<file path="config.mk">
export PLATFORM = sky130hd
export DESIGN_NAME = mem_arbiter_flat
export DESIGN_NICKNAME = d
export VERILOG_FILES = /design/src/rtl/mem_arbiter_if.sv /design/src/rtl/mem_arbiter.sv /design/src/flat_wrapper.sv
export SDC_FILE = /design/constraint.sdc
export NUM_CORES = 1
export LEC_CHECK = 0
export ABC_AREA = 1
export CAP_MARGIN = 20
export CORE_MARGIN = 2
export CORE_UTILIZATION = 35
export CTS_CLUSTER_SIZE = 30
export DETAILED_ROUTE_END_ITERATION = 16
export GPL_ROUTABILITY_DRIVEN = 0
export HOLD_SLACK_MARGIN = 0.08
export PLACE_DENSITY = 0.81
export SLEW_MARGIN = 40
export SYNTH_ARGS = -nofsm -noshare
export SYNTH_HDL_FRONTEND = slang
export SYNTH_SLANG_ARGS = --single-unit
</file>
<file path="constraint.sdc">
create_clock -name clk -period 1.8 [get_ports clk]
set_input_delay 0.45 -clock clk [delete_from_list [all_inputs] [get_ports clk]]
set_output_delay 0.45 -clock clk [all_outputs]
set_load 0.01 [all_outputs]
</file>
<file path="src/rtl/mem_arbiter_if.sv">
// Bus bundle between the core's fetch/data requesters, the arbiter and the
// single-ported system memory. The arbiter uses the slave modport.
interface mem_arbiter_if #(
  parameter int XLEN = 32
) ();
  logic            i_req_v;
  logic [XLEN-1:0] i_adr;
  logic            i_flush;
  logic            i_resp_v;
  logic [XLEN-1:0] i_rdata;

  logic            d_r_v;
  logic            d_w_v;
  logic [XLEN-1:0] d_adr;
  logic [XLEN-1:0] d_wdata;
  logic [3:0]      d_strobe;
  logic            d_resp_v;
  logic [XLEN-1:0] d_rdata;

  logic            m_req_v;
  logic            m_we;
  logic [XLEN-1:0] m_adr;
  logic [XLEN-1:0] m_wdata;
  logic [3:0]      m_strobe;
  logic            m_ready;
  logic            m_resp_v;
  logic [XLEN-1:0] m_rdata;

  modport slave (
    input  i_req_v, i_adr, i_flush,
    output i_resp_v, i_rdata,
    input  d_r_v, d_w_v, d_adr, d_wdata, d_strobe,
    output d_resp_v, d_rdata,
    output m_req_v, m_we, m_adr, m_wdata, m_strobe,
    input  m_ready, m_resp_v, m_rdata
  );

  modport master (
    output i_req_v, i_adr, i_flush,
    input  i_resp_v, i_rdata,
    output d_r_v, d_w_v, d_adr, d_wdata, d_strobe,
    input  d_resp_v, d_rdata,
    input  m_req_v, m_we, m_adr, m_wdata, m_strobe,
    output m_ready, m_resp_v, m_rdata
  );
endinterface

</file>
<file path="src/rtl/mem_arbiter.sv">
// Arbiter sharing one single-ported memory between instruction fetch and data
// access: one transaction in flight, data first, fetch starvation bounded.
module mem_arbiter #(
  parameter int XLEN       = 32,
  parameter int STARVE_MAX = 4
) (
  input logic            clk,
  input logic            rst,
  mem_arbiter_if.slave   bus
);
  typedef enum logic [1:0] {IDLE, REQ, WAIT} state_t;

  localparam logic [3:0] STREAK_MAX = 4'(STARVE_MAX);
  localparam logic       OWNER_I    = 1'b0;
  localparam logic       OWNER_D    = 1'b1;

  state_t          state_reg, state_next;
  logic            owner_reg, owner_next;
  logic            drop_reg, drop_next;
  logic [3:0]      streak_reg, streak_next;
  logic            m_req_v_reg, m_req_v_next;
  logic            m_we_reg, m_we_next;
  logic [XLEN-1:0] m_adr_reg, m_adr_next;
  logic [XLEN-1:0] m_wdata_reg, m_wdata_next;
  logic [3:0]      m_strobe_reg, m_strobe_next;

  logic d_pend;
  logic grant_d;
  logic grant_i;

  always_ff @(posedge clk) begin
    if (rst) begin
      state_reg    <= IDLE;
      owner_reg    <= OWNER_I;
      drop_reg     <= 1'b0;
      streak_reg   <= 4'd0;
      m_req_v_reg  <= 1'b0;
      m_we_reg     <= 1'b0;
      m_adr_reg    <= '0;
      m_wdata_reg  <= '0;
      m_strobe_reg <= 4'd0;
    end else begin
      state_reg    <= state_next;
      owner_reg    <= owner_next;
      drop_reg     <= drop_next;
      streak_reg   <= streak_next;
      m_req_v_reg  <= m_req_v_next;
      m_we_reg     <= m_we_next;
      m_adr_reg    <= m_adr_next;
      m_wdata_reg  <= m_wdata_next;
      m_strobe_reg <= m_strobe_next;
    end
  end

  // Data wins unless fetch has already waited through STARVE_MAX data grants.
  assign d_pend  = bus.d_r_v | bus.d_w_v;
  assign grant_d = d_pend && !(bus.i_req_v && (streak_reg == STREAK_MAX));
  assign grant_i = !grant_d && bus.i_req_v && !bus.i_flush;

  always_comb begin
    state_next    = state_reg;
    owner_next    = owner_reg;
    drop_next     = drop_reg;
    streak_next   = streak_reg;
    m_req_v_next  = m_req_v_reg;
    m_we_next     = m_we_reg;
    m_adr_next    = m_adr_reg;
    m_wdata_next  = m_wdata_reg;
    m_strobe_next = m_strobe_reg;

    unique case (state_reg)
      IDLE: begin
        drop_next = 1'b0;
        if (grant_d) begin
          state_next    = REQ;
          owner_next    = OWNER_D;
          m_req_v_next  = 1'b1;
          m_adr_next    = bus.d_adr;
          m_wdata_next  = bus.d_wdata;
          // Read and write asserted together is treated as a write.
          m_we_next     = bus.d_w_v;
          m_strobe_next = bus.d_w_v ? bus.d_strobe : 4'b1111;
          if (bus.i_req_v)
            streak_next = (streak_reg == STREAK_MAX) ? STREAK_MAX : streak_reg + 4'd1;
          else
            streak_next = 4'd0;
        end else if (grant_i) begin
          state_next    = REQ;
          owner_next    = OWNER_I;
          m_req_v_next  = 1'b1;
          m_adr_next    = bus.i_adr;
          m_wdata_next  = '0;
          m_we_next     = 1'b0;
          m_strobe_next = 4'b1111;
          streak_next   = 4'd0;
        end
      end
      REQ: begin
        if (bus.i_flush && owner_reg == OWNER_I)
          drop_next = 1'b1;
        if (bus.m_ready) begin
          state_next   = WAIT;
          m_req_v_next = 1'b0;
        end
      end
      WAIT: begin
        if (bus.i_flush && owner_reg == OWNER_I)
          drop_next = 1'b1;
        if (bus.m_resp_v)
          state_next = IDLE;
      end
      default: state_next = IDLE;
    endcase
  end

  assign bus.m_req_v  = m_req_v_reg;
  assign bus.m_we     = m_we_reg;
  assign bus.m_adr    = m_adr_reg;
  assign bus.m_wdata  = m_wdata_reg;
  assign bus.m_strobe = m_strobe_reg;

  // A flushed fetch still completes on the memory side; only its response is hidden.
  assign bus.i_resp_v = bus.m_resp_v && (state_reg == WAIT) && (owner_reg == OWNER_I)
                        && !drop_reg && !bus.i_flush;
  assign bus.d_resp_v = bus.m_resp_v && (state_reg == WAIT) && (owner_reg == OWNER_D);
  assign bus.i_rdata  = bus.m_rdata;
  assign bus.d_rdata  = bus.m_rdata;
endmodule

</file>
<file path="src/flat_wrapper.sv">
// flat-port wrapper written by rule: the top's interface ports become plain ports
module mem_arbiter_flat 
#(
  parameter int XLEN       = 32,
  parameter int STARVE_MAX = 4
)
  (clk, rst, bus_i_req_v, bus_i_adr, bus_i_flush, bus_i_resp_v, bus_i_rdata, bus_d_r_v, bus_d_w_v, bus_d_adr, bus_d_wdata, bus_d_strobe, bus_d_resp_v, bus_d_rdata, bus_m_req_v, bus_m_we, bus_m_adr, bus_m_wdata, bus_m_strobe, bus_m_ready, bus_m_resp_v, bus_m_rdata);
  mem_arbiter_if #(.XLEN(XLEN)) bus_i ();
  input logic clk;
  input logic rst;
  input wire logic [$bits(bus_i.i_req_v)-1:0] bus_i_req_v;
  input wire logic [$bits(bus_i.i_adr)-1:0] bus_i_adr;
  input wire logic [$bits(bus_i.i_flush)-1:0] bus_i_flush;
  output wire logic [$bits(bus_i.i_resp_v)-1:0] bus_i_resp_v;
  output wire logic [$bits(bus_i.i_rdata)-1:0] bus_i_rdata;
  input wire logic [$bits(bus_i.d_r_v)-1:0] bus_d_r_v;
  input wire logic [$bits(bus_i.d_w_v)-1:0] bus_d_w_v;
  input wire logic [$bits(bus_i.d_adr)-1:0] bus_d_adr;
  input wire logic [$bits(bus_i.d_wdata)-1:0] bus_d_wdata;
  input wire logic [$bits(bus_i.d_strobe)-1:0] bus_d_strobe;
  output wire logic [$bits(bus_i.d_resp_v)-1:0] bus_d_resp_v;
  output wire logic [$bits(bus_i.d_rdata)-1:0] bus_d_rdata;
  output wire logic [$bits(bus_i.m_req_v)-1:0] bus_m_req_v;
  output wire logic [$bits(bus_i.m_we)-1:0] bus_m_we;
  output wire logic [$bits(bus_i.m_adr)-1:0] bus_m_adr;
  output wire logic [$bits(bus_i.m_wdata)-1:0] bus_m_wdata;
  output wire logic [$bits(bus_i.m_strobe)-1:0] bus_m_strobe;
  input wire logic [$bits(bus_i.m_ready)-1:0] bus_m_ready;
  input wire logic [$bits(bus_i.m_resp_v)-1:0] bus_m_resp_v;
  input wire logic [$bits(bus_i.m_rdata)-1:0] bus_m_rdata;
  assign bus_i.i_req_v = bus_i_req_v;
  assign bus_i.i_adr = bus_i_adr;
  assign bus_i.i_flush = bus_i_flush;
  assign bus_i_resp_v = bus_i.i_resp_v;
  assign bus_i_rdata = bus_i.i_rdata;
  assign bus_i.d_r_v = bus_d_r_v;
  assign bus_i.d_w_v = bus_d_w_v;
  assign bus_i.d_adr = bus_d_adr;
  assign bus_i.d_wdata = bus_d_wdata;
  assign bus_i.d_strobe = bus_d_strobe;
  assign bus_d_resp_v = bus_i.d_resp_v;
  assign bus_d_rdata = bus_i.d_rdata;
  assign bus_m_req_v = bus_i.m_req_v;
  assign bus_m_we = bus_i.m_we;
  assign bus_m_adr = bus_i.m_adr;
  assign bus_m_wdata = bus_i.m_wdata;
  assign bus_m_strobe = bus_i.m_strobe;
  assign bus_i.m_ready = bus_m_ready;
  assign bus_i.m_resp_v = bus_m_resp_v;
  assign bus_i.m_rdata = bus_m_rdata;
  mem_arbiter #(.XLEN(XLEN), .STARVE_MAX(STARVE_MAX)) u_core (.clk(clk), .rst(rst), .bus(bus_i));
endmodule
</file>
==> summary.txt, run 1 <==
asr flop ratio synth -> 0%
Max-cap violations -> 0
HPWL after DPL -> 8280 microns
Synth top area share -> 40.1%
Via density -> 4.74
Initial Util -> 35.9%
Final min period -> 1.78 ns
initial antenna violation count -> 0
GRT Total Usage -> 17.8%
Max Root-Sink Buffers -> 2
htree depth -> 3
DR top layer -> met4
CTS tree -> yes
DR vias -> 3817
crit-path max FO -> 2
Worst R2R Path Depth -> 9
clk_skew -> 0.0120 ns
pre-CTS WS -> -0.428 ns
IO buf count -> 179
PwrDens -> 1390 nW/um^2
layout cell share with drive strength beyond 1 -> 7.52%
setup ws final -> 0.0193 ns
CTS Hold Bufs -> 0
post-synth top area cell -> dfxtp_1
antenna cells -> 0
cell with the most instances after synthesis -> nand2_1
CP Capture Type -> primary output
CTS Sinks -> 78
HP Start -> u_core.bus.m_req_v$_SDFFE_PP0P_
Hold Path Class -> reg2reg
Reg-to-Reg Start -> u_core.streak_reg[0]$_SDFFE_PP0P_
first-pass GRT wire length -> 16800 microns
total CTS buffers -> 9
IO Count -> 276
crit path DAT -> 1.33 ns
Commonest cells post-synth -> nand2_1 (178), dfxtp_1 (78), a21oi_1 (76)
Nets -> 806
RSZ-0062 raised after global routing -> true
standard-cell rows -> 38
required time worst endpoint -> 1.35 ns
met2 wire len -> 5430 microns
drt wl/cell -> 13.9 microns
antenna viol nets, final -> 0
status -> finished clean
worst setup path start -> bus_m_resp_v
Worst Hold Endpoint -> u_core.bus.m_req_v$_SDFFE_PP0P_
Die W -> 110 microns
critical path type -> in2out
DRT Pass-1 Iters -> 4
M1 WL -> 4180 microns
clock-pin slew on the worst setup and hold paths -> 0.09 ns
syn avg cell area -> 7.18 sq um
reg2reg end -> u_core.bus.m_strobe[0]$_SDFFE_PP0P_
fillers -> 995
DR DRC count -> 0
area grow syn2layout -> 45.6%
Synth Flop Type -> dfxtp_1
fmax -> 562 MHz
final period utilization -> 98.9%
P_leak -> 2.39 nW
register area share after synthesis -> 40.1%
Worst slew margin -> 73.5%
cell count after synthesis -> 543
placed inst area -> 5420 sq um
Yosys reg bits -> 78
R2R Setup Slk -> 0.15 ns
Startpoint Class -> input pin
fin. max-slew vios -> 0
EDFF count, synth -> 0
CTS Root Cell -> clkbuf_8
met3 WL -> 1430 microns
Ys Warns -> 0
post-route design area -> 5670 sq um
peak supply drop -> 0.766 mV
Synth cell types -> 21
Clock Latency Late Sink -> 0.35 ns
Hold Path Cell Cnt -> 2
final setup vio count -> 0
Post-Syn Area -> 3900 sq um
GRT overflow -> 0
Setup TNS -> 0 ns
Synth area leaders -> dfxtp_1 (40%), nand2_1 (17%), buf_4 (12%)
vias in the first global route -> 3632
die height -> 110 microns
largest net degree at the start of global routing -> 40
WL final -> 11200 microns
Core Region -> 10800 sq um
Hold Violations, Final -> 0
initial DRC count -> 262
Worst Max-Slew Pin Slew -> 0.398 ns
Die ar. -> 12000 sq um
Synth Net Count -> 689
==> what timing repair did <==
item	CTS	global route
gates resized for setup	8	3
setup endpoints to repair	2	20
endpoints found under the hold margin	0	0
pin swaps	0	1
buffers inserted	0	1
==> cells in the final DEF (no fill, tap or decap) <==
master and n:
clkinv_4 2, a21oi_1 76, inv_8 1, nor2_1 41
inv_2 2, ha_1 5, clkbuf_8 10, buf_4 15
nand4_1 2, nor4_2 1, nand2_1 178, buf_2 1
nand2_4 3, inv_1 12, clkinv_2 1, clkdlybuf4s50_1 176
nand3_1 6, o21ai_1 11, or2_1 1, clkbuf_2 1
dfxtp_1 77, ha_2 1, dfxtp_2 1, bufinv_16 2
xor2_1 2, o21ai_0 27, nor2_4 1, dlymetal6s2s_1 1
buf_12 8
==> stage by stage <==
stage               util, %  hold slack [ns]  total power [mW]  std cells
CTS                    52.1            0.459              7.92        804
floorplan                 -            0.443              4.78        543
global route           52.3            0.485              8.47        805
finish                 52.3            0.455              7.90        805
global placement       50.0            0.432              6.28        788
detailed placement     50.0            0.444              6.40        788
==> kinds of logic (layout without fill, tap and decap cells) <==
family                     count (synthesis)  in the layout  synth area share [%]
buffers and inverters                    110            232                  19.2
xor gates and xnor gates                   2              2                 0.450
and+or+nand+nor                          233            233                  23.7
DFF                                       78             78                  40.1
adders and majority gates                  6              6                  1.93
AOI/OAI and AO/OA                        114            114                  14.6
==> final cells by class <==
cell class                 instances  area, sq um  area share (%)
inverter                          14         52.6           0.926
timing repair buffer             202         2060            36.3
clock inverter                     6         93.8            1.65
tap                              140          175            3.09
clock buffer                      10          138            2.43
multi-input combinational        355         1590            28.1
sequential                        78         1560            27.5
==> how the worst max path moves through the flow <==
| stage | end |
|---|---|
| floorplan | u_core.bus.m_adr[0]$_SDFFE_PP0P_ |
| global placement | bus_i_resp_v |
| detailed placement | bus_i_resp_v |
| CTS | bus_i_resp_v |
| global route | bus_i_resp_v |
| finish | bus_i_resp_v |
==> power breakdown <==
| part | internal [mW] | total, mW | switching [mW] | leakage (nW) |
|---|---|---|---|---|
| sequential | 2.30 | 2.60 | 0.302 | 0.645 |
| combinational | 1.92 | 3.80 | 1.88 | 1.62 |
| clock | 0.831 | 1.51 | 0.674 | 0.118 |
==> metal layers <==
layer / GRT usage (%) / vias to the layer above
met3: 8.24 / 17
met4: 6.06 / 0
met2: 31.8 / 209
li1: - / 1893
met1: 18.3 / 1698
met5: 0 / -
==> worst max-delay path: stages <==
cell             delay, ns
clkdlybuf4s50_1       0.47
nand2_1               0.08
nor4_2                0.15
buf_2                 0.18
No activity file was read; power rests on OpenSTA's default activity.
==> run 2, diff against run 1 <==
--- a/config.mk
+++ b/config.mk
@@ -9,6 +9,7 @@
 export CAP_MARGIN = 20
 export CORE_MARGIN = 2
 export CORE_UTILIZATION = 35
+export CTS_CLUSTER_DIAMETER = 30
 export CTS_CLUSTER_SIZE = 30
 export DETAILED_ROUTE_END_ITERATION = 16
 export GPL_ROUTABILITY_DRIVEN = 0
==> results of run 2 <==
Final layout, timing and power as in run 1 (identical DEF).
==> run 3, diff against run 2 <==
--- a/config.mk
+++ b/config.mk
@@ -6,10 +6,9 @@
 export NUM_CORES = 1
 export LEC_CHECK = 0
 export ABC_AREA = 1
-export CAP_MARGIN = 20
 export CORE_MARGIN = 2
 export CORE_UTILIZATION = 35
-export CTS_CLUSTER_DIAMETER = 30
+export CTS_CLUSTER_DIAMETER = 100
 export CTS_CLUSTER_SIZE = 30
 export DETAILED_ROUTE_END_ITERATION = 16
 export GPL_ROUTABILITY_DRIVEN = 0
==> results of run 3 <==
Final layout, timing and power as in run 1 (identical DEF).
